$ cat src/rtl/hu_spi_pkg.sv
// Shared types and widths for the HULOGIC SPI responder.
package hu_spi_pkg;

   localparam int unsigned ADDR_W = 4;
   localparam int unsigned DATA_W = 8;
   localparam int unsigned CNT_W  = 3;
   localparam int unsigned CMD_WR = 7;

   typedef enum logic [1:0] {
      ST_IDLE = 2'd0,
      ST_CMD  = 2'd1,
      ST_DATA = 2'd2
   } state_t;

endpackage

$ cat src/rtl/hu_sync_edge.sv
// Multi-stage synchroniser with registered single-cycle rise/fall pulses.
module hu_sync_edge #(
   parameter int unsigned STAGES = 2
) (
   input  logic clk,
   input  logic rst_n,
   input  logic d,
   output logic rise,
   output logic fall
);

   // Top bit is the previous synchronised value used for edge detection.
   logic [STAGES:0] sync;

   always_ff @(posedge clk or negedge rst_n) begin
      if (!rst_n) begin
         sync <= '0;
         rise <= 1'b0;
         fall <= 1'b0;
      end else begin
         sync <= {sync[STAGES-1:0], d};
         rise <= sync[STAGES-1] & ~sync[STAGES];
         fall <= ~sync[STAGES-1] & sync[STAGES];
      end
   end

endmodule

$ cat src/rtl/hu_spi_responder.sv
// SPI mode-0 responder bridging command/burst transactions onto a 16-register local bus.
module hu_spi_responder
   import hu_spi_pkg::*;
#(
   parameter logic [DATA_W-1:0] ID_BYTE     = 8'hA5,
   parameter int unsigned       SYNC_STAGES = 2
) (
   input  logic              CLK7M,
   input  logic              nRESET,
   input  logic              SPICLK,
   input  logic              MOSI,
   input  logic              nSPICS,
   output logic              MISO,
   output logic              MISO_oe,
   output logic [ADDR_W-1:0] loc_addr,
   output logic [DATA_W-1:0] loc_wdata,
   output logic              loc_wr,
   output logic              loc_rd,
   input  logic [DATA_W-1:0] loc_rdata,
   output logic              busy
);

   logic                   sclk_rise;
   logic                   sclk_fall;
   logic                   cs_rise;
   logic                   cs_fall;
   logic [SYNC_STAGES-1:0] mosi_sync;
   logic [DATA_W-1:0]      rx_nxt;

   state_t                 state;
   logic [CNT_W-1:0]       bit_cnt;
   logic [DATA_W-1:0]      rx;
   logic [DATA_W-1:0]      tx;
   logic                   wr_mode;
   logic                   load_pend;

   hu_sync_edge #(.STAGES(SYNC_STAGES)) u_sclk (
      .clk   (CLK7M),
      .rst_n (nRESET),
      .d     (SPICLK),
      .rise  (sclk_rise),
      .fall  (sclk_fall)
   );

   // Resets to "selected" so a chip select held low across reset release is ignored.
   hu_sync_edge #(.STAGES(SYNC_STAGES)) u_cs (
      .clk   (CLK7M),
      .rst_n (nRESET),
      .d     (nSPICS),
      .rise  (cs_rise),
      .fall  (cs_fall)
   );

   always_ff @(posedge CLK7M or negedge nRESET) begin
      if (!nRESET) mosi_sync <= '0;
      else         mosi_sync <= {mosi_sync[SYNC_STAGES-2:0], MOSI};
   end

   assign rx_nxt = {rx[DATA_W-2:0], mosi_sync[SYNC_STAGES-1]};

   always_ff @(posedge CLK7M or negedge nRESET) begin
      if (!nRESET) begin
         state     <= ST_IDLE;
         bit_cnt   <= '0;
         rx        <= '0;
         tx        <= '0;
         wr_mode   <= 1'b0;
         load_pend <= 1'b0;
         MISO      <= 1'b0;
         MISO_oe   <= 1'b0;
         loc_addr  <= '0;
         loc_wdata <= '0;
         loc_wr    <= 1'b0;
         loc_rd    <= 1'b0;
         busy      <= 1'b0;
      end else begin
         loc_wr    <= 1'b0;
         loc_rd    <= 1'b0;
         load_pend <= loc_rd;

         // Address advances only after the write strobe has been seen at the old address.
         if (loc_wr) loc_addr <= loc_addr + ADDR_W'(1);

         if (load_pend) begin
            tx   <= loc_rdata;
            MISO <= loc_rdata[DATA_W-1];
         end

         if (state != ST_IDLE && cs_rise) begin
            state     <= ST_IDLE;
            bit_cnt   <= '0;
            load_pend <= 1'b0;
            MISO      <= 1'b0;
            MISO_oe   <= 1'b0;
            busy      <= 1'b0;
         end else begin
            case (state)
               ST_IDLE: begin
                  if (cs_fall) begin
                     state   <= ST_CMD;
                     bit_cnt <= '0;
                     tx      <= ID_BYTE;
                     MISO    <= ID_BYTE[DATA_W-1];
                     MISO_oe <= 1'b1;
                     busy    <= 1'b1;
                  end
               end
               ST_CMD, ST_DATA: begin
                  if (sclk_rise) begin
                     rx      <= rx_nxt;
                     bit_cnt <= bit_cnt + CNT_W'(1);
                     if (bit_cnt == '1) begin
                        if (state == ST_CMD) begin
                           state    <= ST_DATA;
                           wr_mode  <= rx_nxt[CMD_WR];
                           loc_addr <= rx_nxt[ADDR_W-1:0];
                           if (rx_nxt[CMD_WR]) tx     <= rx_nxt;
                           else                loc_rd <= 1'b1;
                        end else if (wr_mode) begin
                           loc_wdata <= rx_nxt;
                           loc_wr    <= 1'b1;
                           tx        <= rx_nxt;
                        end else begin
                           loc_addr <= loc_addr + ADDR_W'(1);
                           loc_rd   <= 1'b1;
                        end
                     end
                  end else if (sclk_fall) begin
                     // At a byte boundary the freshly loaded MSB is presented without shifting.
                     if (bit_cnt == '0) begin
                        MISO <= tx[DATA_W-1];
                     end else begin
                        tx   <= {tx[DATA_W-2:0], 1'b0};
                        MISO <= tx[DATA_W-2];
                     end
                  end
               end
               default: state <= ST_IDLE;
            endcase
         end
      end
   end

endmodule
$ cat config.mk
export PLATFORM = sky130hd
export DESIGN_NAME = hu_spi_responder
export DESIGN_NICKNAME = d
export VERILOG_FILES = /design/src/rtl/hu_spi_pkg.sv /design/src/rtl/hu_sync_edge.sv /design/src/rtl/hu_spi_responder.sv
export SDC_FILE = /design/constraint.sdc
export NUM_CORES = 1
export LEC_CHECK = 0
export ABC_AREA = 1
export CAP_MARGIN = 15
export CORE_ASPECT_RATIO = 0.5
export CORE_MARGIN = 2
export CORE_UTILIZATION = 38
export CTS_CLUSTER_DIAMETER = 150
export DETAILED_ROUTE_END_ITERATION = 16
export PLACE_DENSITY = 0.7
export RECOVER_POWER = 50
export SYNTH_ARGS = -nofsm -noshare
export SYNTH_HDL_FRONTEND = slang
export SYNTH_SLANG_ARGS = --single-unit
$ cat constraint.sdc
create_clock -name CLK7M -period 1.77 [get_ports CLK7M]
set_clock_uncertainty 0.05 [all_clocks]
set_input_delay 0.354 -clock CLK7M [delete_from_list [all_inputs] [get_ports CLK7M]]
set_output_delay 0.354 -clock CLK7M [all_outputs]
set_load 0.02 [all_outputs]
Yosys cells after proc, flatten, opt, wreduce, memory -nomap -nowiden
Cells that the tools add are included.
{"block": "word_totals", "ff_bits": 50, "input_bits": 13, "output_inout_bits": 17, "word_cells": 104}
{"block": "classes", "n_addsub": 2, "n_eq_ne": 7, "mux": 52, "bitwise": 10, "reduce_logical": 14}
{"op": "two-way mux 8 bit", "count": 10}
{"op": "two-way mux 4 bit", "count": 7}
{"op": "two-way mux 1 bit", "count": 23}
{"op": "case mux 8 bit (2 select lines)", "count": 1}
{"op": "two-way mux 2 bit", "count": 5}
{"op": "two-way mux 3 bit", "count": 3}
{"op": "!= test 3 x 2 -> 1 bit (second input constant)", "count": 2}
{"op": "!= test 3 bit (second input constant)", "count": 2}
{"op": "inverter 1 bit", "count": 6}
{"op": "case mux 3 bit (2 select lines)", "count": 1}
{"op": "AND reduction 3 bit", "count": 2}
{"op": "AND reduction 6 bit", "count": 1}
{"op": "nonzero test 2 bit", "count": 3}
{"op": "AND reduction 5 bit", "count": 1}
{"op": "adder 4 x 1 -> 4 bit (second input constant)", "count": 1}
{"op": "bitwise AND 1 bit", "count": 4}
{"op": "case mux 2 bit (2 select lines)", "count": 1}
{"op": "AND reduction 4 bit", "count": 1}
{"op": "adder 3 x 1 -> 3 bit (second input constant)", "count": 1}
{"op": "equality test 3 bit (second input constant)", "count": 1}
{"op": "zero test 3 bit", "count": 1}
{"op": "nonzero test 3 bit", "count": 1}
{"op": "equality test 2 x 1 -> 1 bit (second input constant)", "count": 1}
{"op": "equality test 2 bit (second input constant)", "count": 1}
{"op": "other kinds (5)", "count": 5}

Depth between registers and ports, before layout
Gate-level depths: netlist of run 1.
{"block": "logic_depth", "ltp_word": 8, "mapped_depth": 12, "ltp_nobuf": 11}

Hierarchy
A second synthesis of run 1 with hierarchy kept.
{"block": "hier_totals", "hier_cells": 310, "hier_area_um2": 2557.5}
{"mod": "hu_spi_responder", "instances": 1, "cells_each": 292, "area_each_um2": 2277.2, "seq_area_each_um2": 1001.0}
{"mod": "hu_sync_edge", "instances": 2, "cells_each": 9, "area_each_um2": 140.1, "seq_area_each_um2": 125.1}

Worst setup path after synthesis of run 1
OpenSTA, ideal clock, no wires.
{"block": "synth_path", "kind": "flip-flop to flip-flop", "startpoint": "register state[1]", "endpoint": "register loc_wdata[0]", "setup_time_ns": 0.117, "t_arrival_ns": 1.549, "required_ns": 1.603, "slack_ns": 0.054, "stages_incl_launch_ff": 13, "n_path_buf": 1, "synth_period_minus_slack_ns": 1.716, "cell_sequence": "dfrtp_1 inv_1 ha_1 inv_2 nand2_4 nand2_4 nor2_8 nand2_4 inv_4 nand2_4 buf_6 nand2_2 o21ai_2"}
{"block": "synth_via", "elab_chain_len": 4, "word_cells_on_any_way": 8, "cone_classes": "2 x eq/ne; 2 x bitwise; 4 x reduce/logical"}
{"element": "start, declared", "line_no": "hu_spi_responder.sv:30", "source": "state_t state;"}
{"element": "start signal, assigned", "line_no": "hu_spi_responder.sv:63", "source": "state <= ST_IDLE;"}
{"element": "start signal, assigned", "line_no": "hu_spi_responder.sv:90", "source": "state <= ST_IDLE;"}
{"element": "start signal, assigned", "line_no": "hu_spi_responder.sv:100", "source": "state <= ST_CMD;"}
{"element": "parallel branches: the longest is 3 deep, another holds equality test 2 x 1 -> 1 bit"}
{"element": "AND reduction 6 bit (no line) (*)"}
{"element": "end signal, assigned", "line_no": "hu_spi_responder.sv:120", "source": "loc_wdata <= rx_nxt;"}
{"element": "end, declared", "line_no": "hu_spi_responder.sv:16", "source": "output logic [DATA_W-1:0] loc_wdata,"}
Every way passes the cells marked *.
A chain may end at the register's enable or synchronous reset.

Final worst setup path of run 1
{"block": "layout_path", "startpoint": "register loc_addr[1]", "endpoint": "output port loc_addr[1]"}
{"element": "start, declared", "line_no": "hu_spi_responder.sv:15", "source": "output logic [ADDR_W-1:0] loc_addr,"}
{"element": "start signal, assigned", "line_no": "hu_spi_responder.sv:82", "source": "if (loc_wr) loc_addr <= loc_addr + ADDR_W'(1);"}
{"element": "start signal, assigned", "line_no": "hu_spi_responder.sv:116", "source": "loc_addr <= rx_nxt[ADDR_W-1:0];"}
{"element": "start signal, assigned", "line_no": "hu_spi_responder.sv:124", "source": "loc_addr <= loc_addr + ADDR_W'(1);"}
No word-level cell between the ends.

==> run metrics, run 1 <==
Row Count 21; power share of the clock group 0.227; Detail Placement HPWL 4.082 mm; Cells after Synth 311; antenna violations before repair 0; Multi-input gate area 1140 um2; Die W 120.0 um; Post-Place Worst Slack -15.59 ps; I/O Pins 30; Crit path required time 1370 ps; EDFF count, synth 0; WS Path Type reg2out; Root Buffer Master clkbuf_16; Net Count, Synth 332; first-pass GRT wire length 9.342 mm; Routed wire per std cell 12.98 um; FILL cells 589; Mean Syn Cell Area 8.219 um2; post-synthesis sequential area ratio 0.4895; Clock transition at path regs 70 ps; CP bufs+invs 1; Synth cell types 28; Post-Layout Cell Count 443; critical path's largest stage delay 620 ps; Post-DRT Antenna Nets 0; final-report hold violation count 0; Critical Path AT 1320 ps; routed vias/inst 4.894; Setup violations, final 0; switch share 0.4005; vias in the first global route 2049; crit-path cells clkdlybuf4s50_1; Reg power frac 0.348; period utilization 0.9720; register area 1251 um2; Switch Pwr 1.737 mW; Die Y 62.00 um; highest clock rate 0.5812 GHz; CTS tree yes; Initial Util 0.3876; pin count of the biggest net entering global routing 51; input/output buffers 29; DR vias 2168; CP Max Fanout 4; Internal Pwr Total 2.601 mW; TritonRoute pass-1 iters 4; worst r2r src state[1]; slowest CP cell clkdlybuf4s50_1; Fin Setup TNS 0 ps; ANT cells 0; hold_sp mosi_sync[0]; Clock Latency Late Sink 300 ps; Synth-to-Final Area Change 25.35%; Final Slew Violations 0; H-tree level count 2; Ys Warns 0; Leak Pwr 1.577 nW; Setup crit start loc_addr[1]; commonest non-fill, non-tap cells in the layout nand2_1 (80), dfrtp_1 (50), inv_1 (44); P per Cell Area 1354 nW/um2; initial detailed-routing violation count 93; RSZ-0062 raised after global routing yes; asr flop ratio synth 1.000; DIE AREA 7439 um2; #FFs+latches synth 50; commonest non-fill, non-tap cell in the layout nand2_1; Critical Path Start Type register; status completed; gr usage total 0.1624; Min-Delay Path Class reg2reg; Clock Sinks 50; share of layout cells above drive strength 1 0.1368; DRC viols 0; Max Cap Viol 0; CTS buffer count 5; Post-Route WL 5.748 mm; Placed Cells 432; area of the mapped netlist 2556 um2; Least-Margin Pin Slew 1206 ps; Final Critical Period 1721 ps; Power Total 4.338 mW; Crit. End Element primary output; core box area 6595 um2; nets@finish 371; PnR worst setup slack 49.49 ps; largest area contributor in the netlist dfrtp_1; Worst slew margin 0.1962; share of the synthesized area in the top cell type 0.4895; peak supply drop 0.0005994 V; gp weighted congestion 0.8409; dominant cells by area after synthesis dfrtp_1 (49%), nand2_1 (12%), inv_1 (6.8%); ys flop type dfrtp_1; combinational fraction of design power 0.424; grt ovf 0; post-cts hold buffer count 0; CTS Buffer Depth 2; CP top delay family buffers and inverters
[cell type report]
cell class	count	area share
clock buffers	5	0.03905
flip-flops and latches	50	0.3905
repair buffers	40	0.1140
well taps	92	0.03592
multi-input cells	205	0.3557
clock inverters	3	0.007809
inverters	48	0.05701
[cells in the mapped netlist, types with 2 or more instances]
cell type and instances:
nand2_1 83, dfrtp_1 50, inv_1 46, o21ai_0 30, nand3_1 20, nor2_1 16
a21oi_1 14, ha_1 8, o21ai_2 8, o211ai_1 7, o22ai_1 5, nand2_4 4
buf_2 2, buf_4 2, clkbuf_1 2, xnor2_1 2
[power by group through the flow]
| stage | clock network [mW] | logic, mW | registers [mW] |
|---|---|---|---|
| finish | 0.985 | 1.84 | 1.51 |
| global route | 1.04 | 2.08 | 1.53 |
| detailed placement | 0 | 1.68 | 1.52 |
| global placement | 0 | 1.63 | 1.51 |
| CTS | 0.999 | 1.69 | 1.50 |
| floorplan | 0 | 1.17 | 1.51 |
[final timing paths]
path                                     end  slack [ps]  cells past startpoint
worst max-delay path             loc_addr[1]          50                      1
worst min-delay path            mosi_sync[1]         300                      0
worst max register to register         tx[7]          70                     10
worst min register to register  mosi_sync[1]         300                      0
max in group asynchronous           state[1]         610                      2
min in group asynchronous       loc_wdata[1]         340                      2
[metal layers]
metal | track usage | wire [um] | vias up
li1 | - | - | 1070
met1 | 0.2208 | 2823 | 1042
met2 | 0.2589 | 2554 | 50
met3 | 0.03923 | 314 | 6
met4 | 0.06050 | 56 | 0
met5 | 0 | 0 | -
[through the flow]
stage | area [um2] | hold slack, ps | util
after floorplan | 2556 | 8.409 | -
after global placement | 2982 | 284.6 | 0.4521
after detailed placement | 2982 | 287.8 | 0.4521
after CTS | 3132 | 0.9023 | 0.4749
after global routing | 3204 | 307.3 | 0.4859
final | 3204 | 300.4 | 0.4859
[timing repair]
action                     in CTS  in global routing
gates resized for setup         3                 17
gates cloned                    0                  0
pin swaps                       0                  1
setup endpoints to repair       7                 24
buffers inserted                0                  3
[cells by family after synthesis]
| kind of cell | count (synthesis) | share of synthesized area |
|---|---|---|
| simple gates | 128 | 0.2198 |
| compound gates | 66 | 0.1512 |
| buf+inv | 56 | 0.09006 |
| flops | 50 | 0.4895 |
| fa+ha+maj | 8 | 0.03916 |
| xor+xnor | 3 | 0.01028 |
[registers in the layout (all words and copies together) (netlist names), 2 cells and up]
| register | cells |
|---|---|
| u_sclk.sync | 3 |
| loc_addr | 4 |
| u_cs.sync | 3 |
| rx | 7 |
| bit_cnt | 3 |
| tx | 8 |
| mosi_sync | 2 |
| state | 2 |
| loc_wdata | 8 |
Note: power is estimated with default switching activity, not from simulation.
==> run 2: changes to the inputs <==
- MAX_ROUTING_LAYER: default -> met4
==> run 2 against run 1 <==
Net effect: worst hold slack got worse by 1.0 ps; final cell count fell by 0.68%; wire length down 3.3%; sequential cell count unchanged; maximum frequency down 0.75%; global-route usage is 0.059 points higher; via count down 2.2%; core utilization hardly changed; clock power up 14%; sequential power about the same; die area stayed put; total power up 1.9%.
==> run metrics, run 2 (same netlist as run 1, synthesis figures left out) <==
ANT cells 0; Critical Path AT 1330 ps; RSZ-0062 raised after global routing yes; Initial Util 0.3876; Least-Margin Pin Slew 1224 ps; Fin Setup TNS 0 ps; Clock Sinks 50; FILL cells 626; Multi-input gate area 1137 um2; commonest non-fill, non-tap cells in the layout nand2_1 (80), dfrtp_1 (50), inv_1 (44); CTS Buffer Depth 2; Setup violations, final 0; Root Buffer Master clkbuf_16; WS Path Type reg2out; final-report hold violation count 0; Worst slew margin 0.1839; Final Critical Period 1734 ps; P per Cell Area 1380 nW/um2; Max Cap Viol 0; Post-DRT Antenna Nets 0; Post-Place Worst Slack -25.17 ps; R2R Setup Slk 90 ps; Crit path required time 1370 ps; grt ovf 0; Critical Path Start Type register; pin count of the biggest net entering global routing 51; Clock Latency Late Sink 290 ps; Setup crit start loc_addr[2]; WP depth 1; worst r2r src state[0]; antenna violations before repair 0; TritonRoute pass-1 iters 4; Routed wire per std cell 12.64 um; CP top delay family buffers and inverters; Reg-to-Reg End loc_wdata[3]; Row Count 21; CP Max Fanout 4; I/O Pins 30; Post-CTS Setup Bufs 0; Post-Route WL 5.561 mm; commonest non-fill, non-tap cell in the layout nand2_1; gr usage total 0.1630; routed vias/inst 4.820; slowest CP cell clkdlybuf4s50_1; Synth-to-Final Area Change 25.31%; hold depth 0; period utilization 0.9794; status completed; Min-Delay Path Class reg2reg; Leak Pwr 1.568 nW; gp weighted congestion 0.8522; H-tree level count 2; DRC viols 0; Die Y 62.00 um; vias in the first global route 1957; CTS buffer count 5; biggest regs loc_wdata: 8 flops, tx: 8 flops, rx: 7 flops; initial detailed-routing violation count 111; DIE AREA 7439 um2; Final Slew Violations 0; Clock transition at path regs 70 ps; share of layout cells above drive strength 1 0.1351; CP bufs+invs 1; Detail Placement HPWL 4.041 mm; Die W 120.0 um; utilization after layout 0.4857; register area 1251 um2; Crit. End Element primary output; PnR worst setup slack 36.50 ps; crit path to loc_addr[2]; peak supply drop 0.0006197 V; DR vias 2121; CTS tree yes; input/output buffers 29; nets@finish 368; R2R depth 11; highest clock rate 0.5769 GHz; critical path's largest stage delay 630 ps; first-pass GRT wire length 9.190 mm; crit-path cells clkdlybuf4s50_1; core box area 6595 um2; hold slack 299.4 ps
-- run 2: where the power goes --
group | switching [mW] | internal (mW)
combinational | 1.12 | 0.673
clock | 0.446 | 0.677
sequential | 0.142 | 1.36
-- run 2: final cells by class --
cell class,instances,area share
Clock buffer,5,0.03906
Sequential cell,50,0.3906
Inverter,48,0.05781
Clock inverter,3,0.01523
Timing Repair Buffer,37,0.1062
Multi-Input combinational cell,205,0.3551
Tap cell,92,0.03594
-- run 2: metal layers --
metal / GRT usage / vias to the layer above / routed length, um
li1: - / 1061 / -
met1: 0.2274 / 987 / 2767
met2: 0.2476 / 60 / 2396
met3: 0.03102 / 13 / 300
met4: 0.04202 / 0 / 96
met5: - / - / 0
-- run 2: what timing repair did --
item	4_1_cts	5_1_grt
pin swaps	0	1
hold buffers	0	0
endpoints found under the setup margin	6	23
hold endpoints to repair	0	0
resized for setup	3	19
-- run 2: through the flow --
stage / instances / cell area [um2] / total power [mW]
floorplan: 311 / 2556 / 2.678
detailed placement: 432 / 2982 / 3.209
global placement: 432 / 2982 / 3.137
finish: 440 / 3203 / 4.419
CTS: 440 / 3156 / 4.331
global route: 440 / 3203 / 4.732
-- run 2: worst min-delay path by stage --
stage / slack (ps) / endpoint / startpoint
after CTS: 7 / loc_wdata[0] / nRESET
after global routing: 300 / u_sclk.sync[1] / u_sclk.sync[0]
after floorplan: 8 / MISO / nRESET
after global placement: 280 / u_cs.sync[1] / u_cs.sync[0]
after detailed placement: 290 / mosi_sync[1] / mosi_sync[0]
final: 300 / u_cs.sync[1] / u_cs.sync[0]
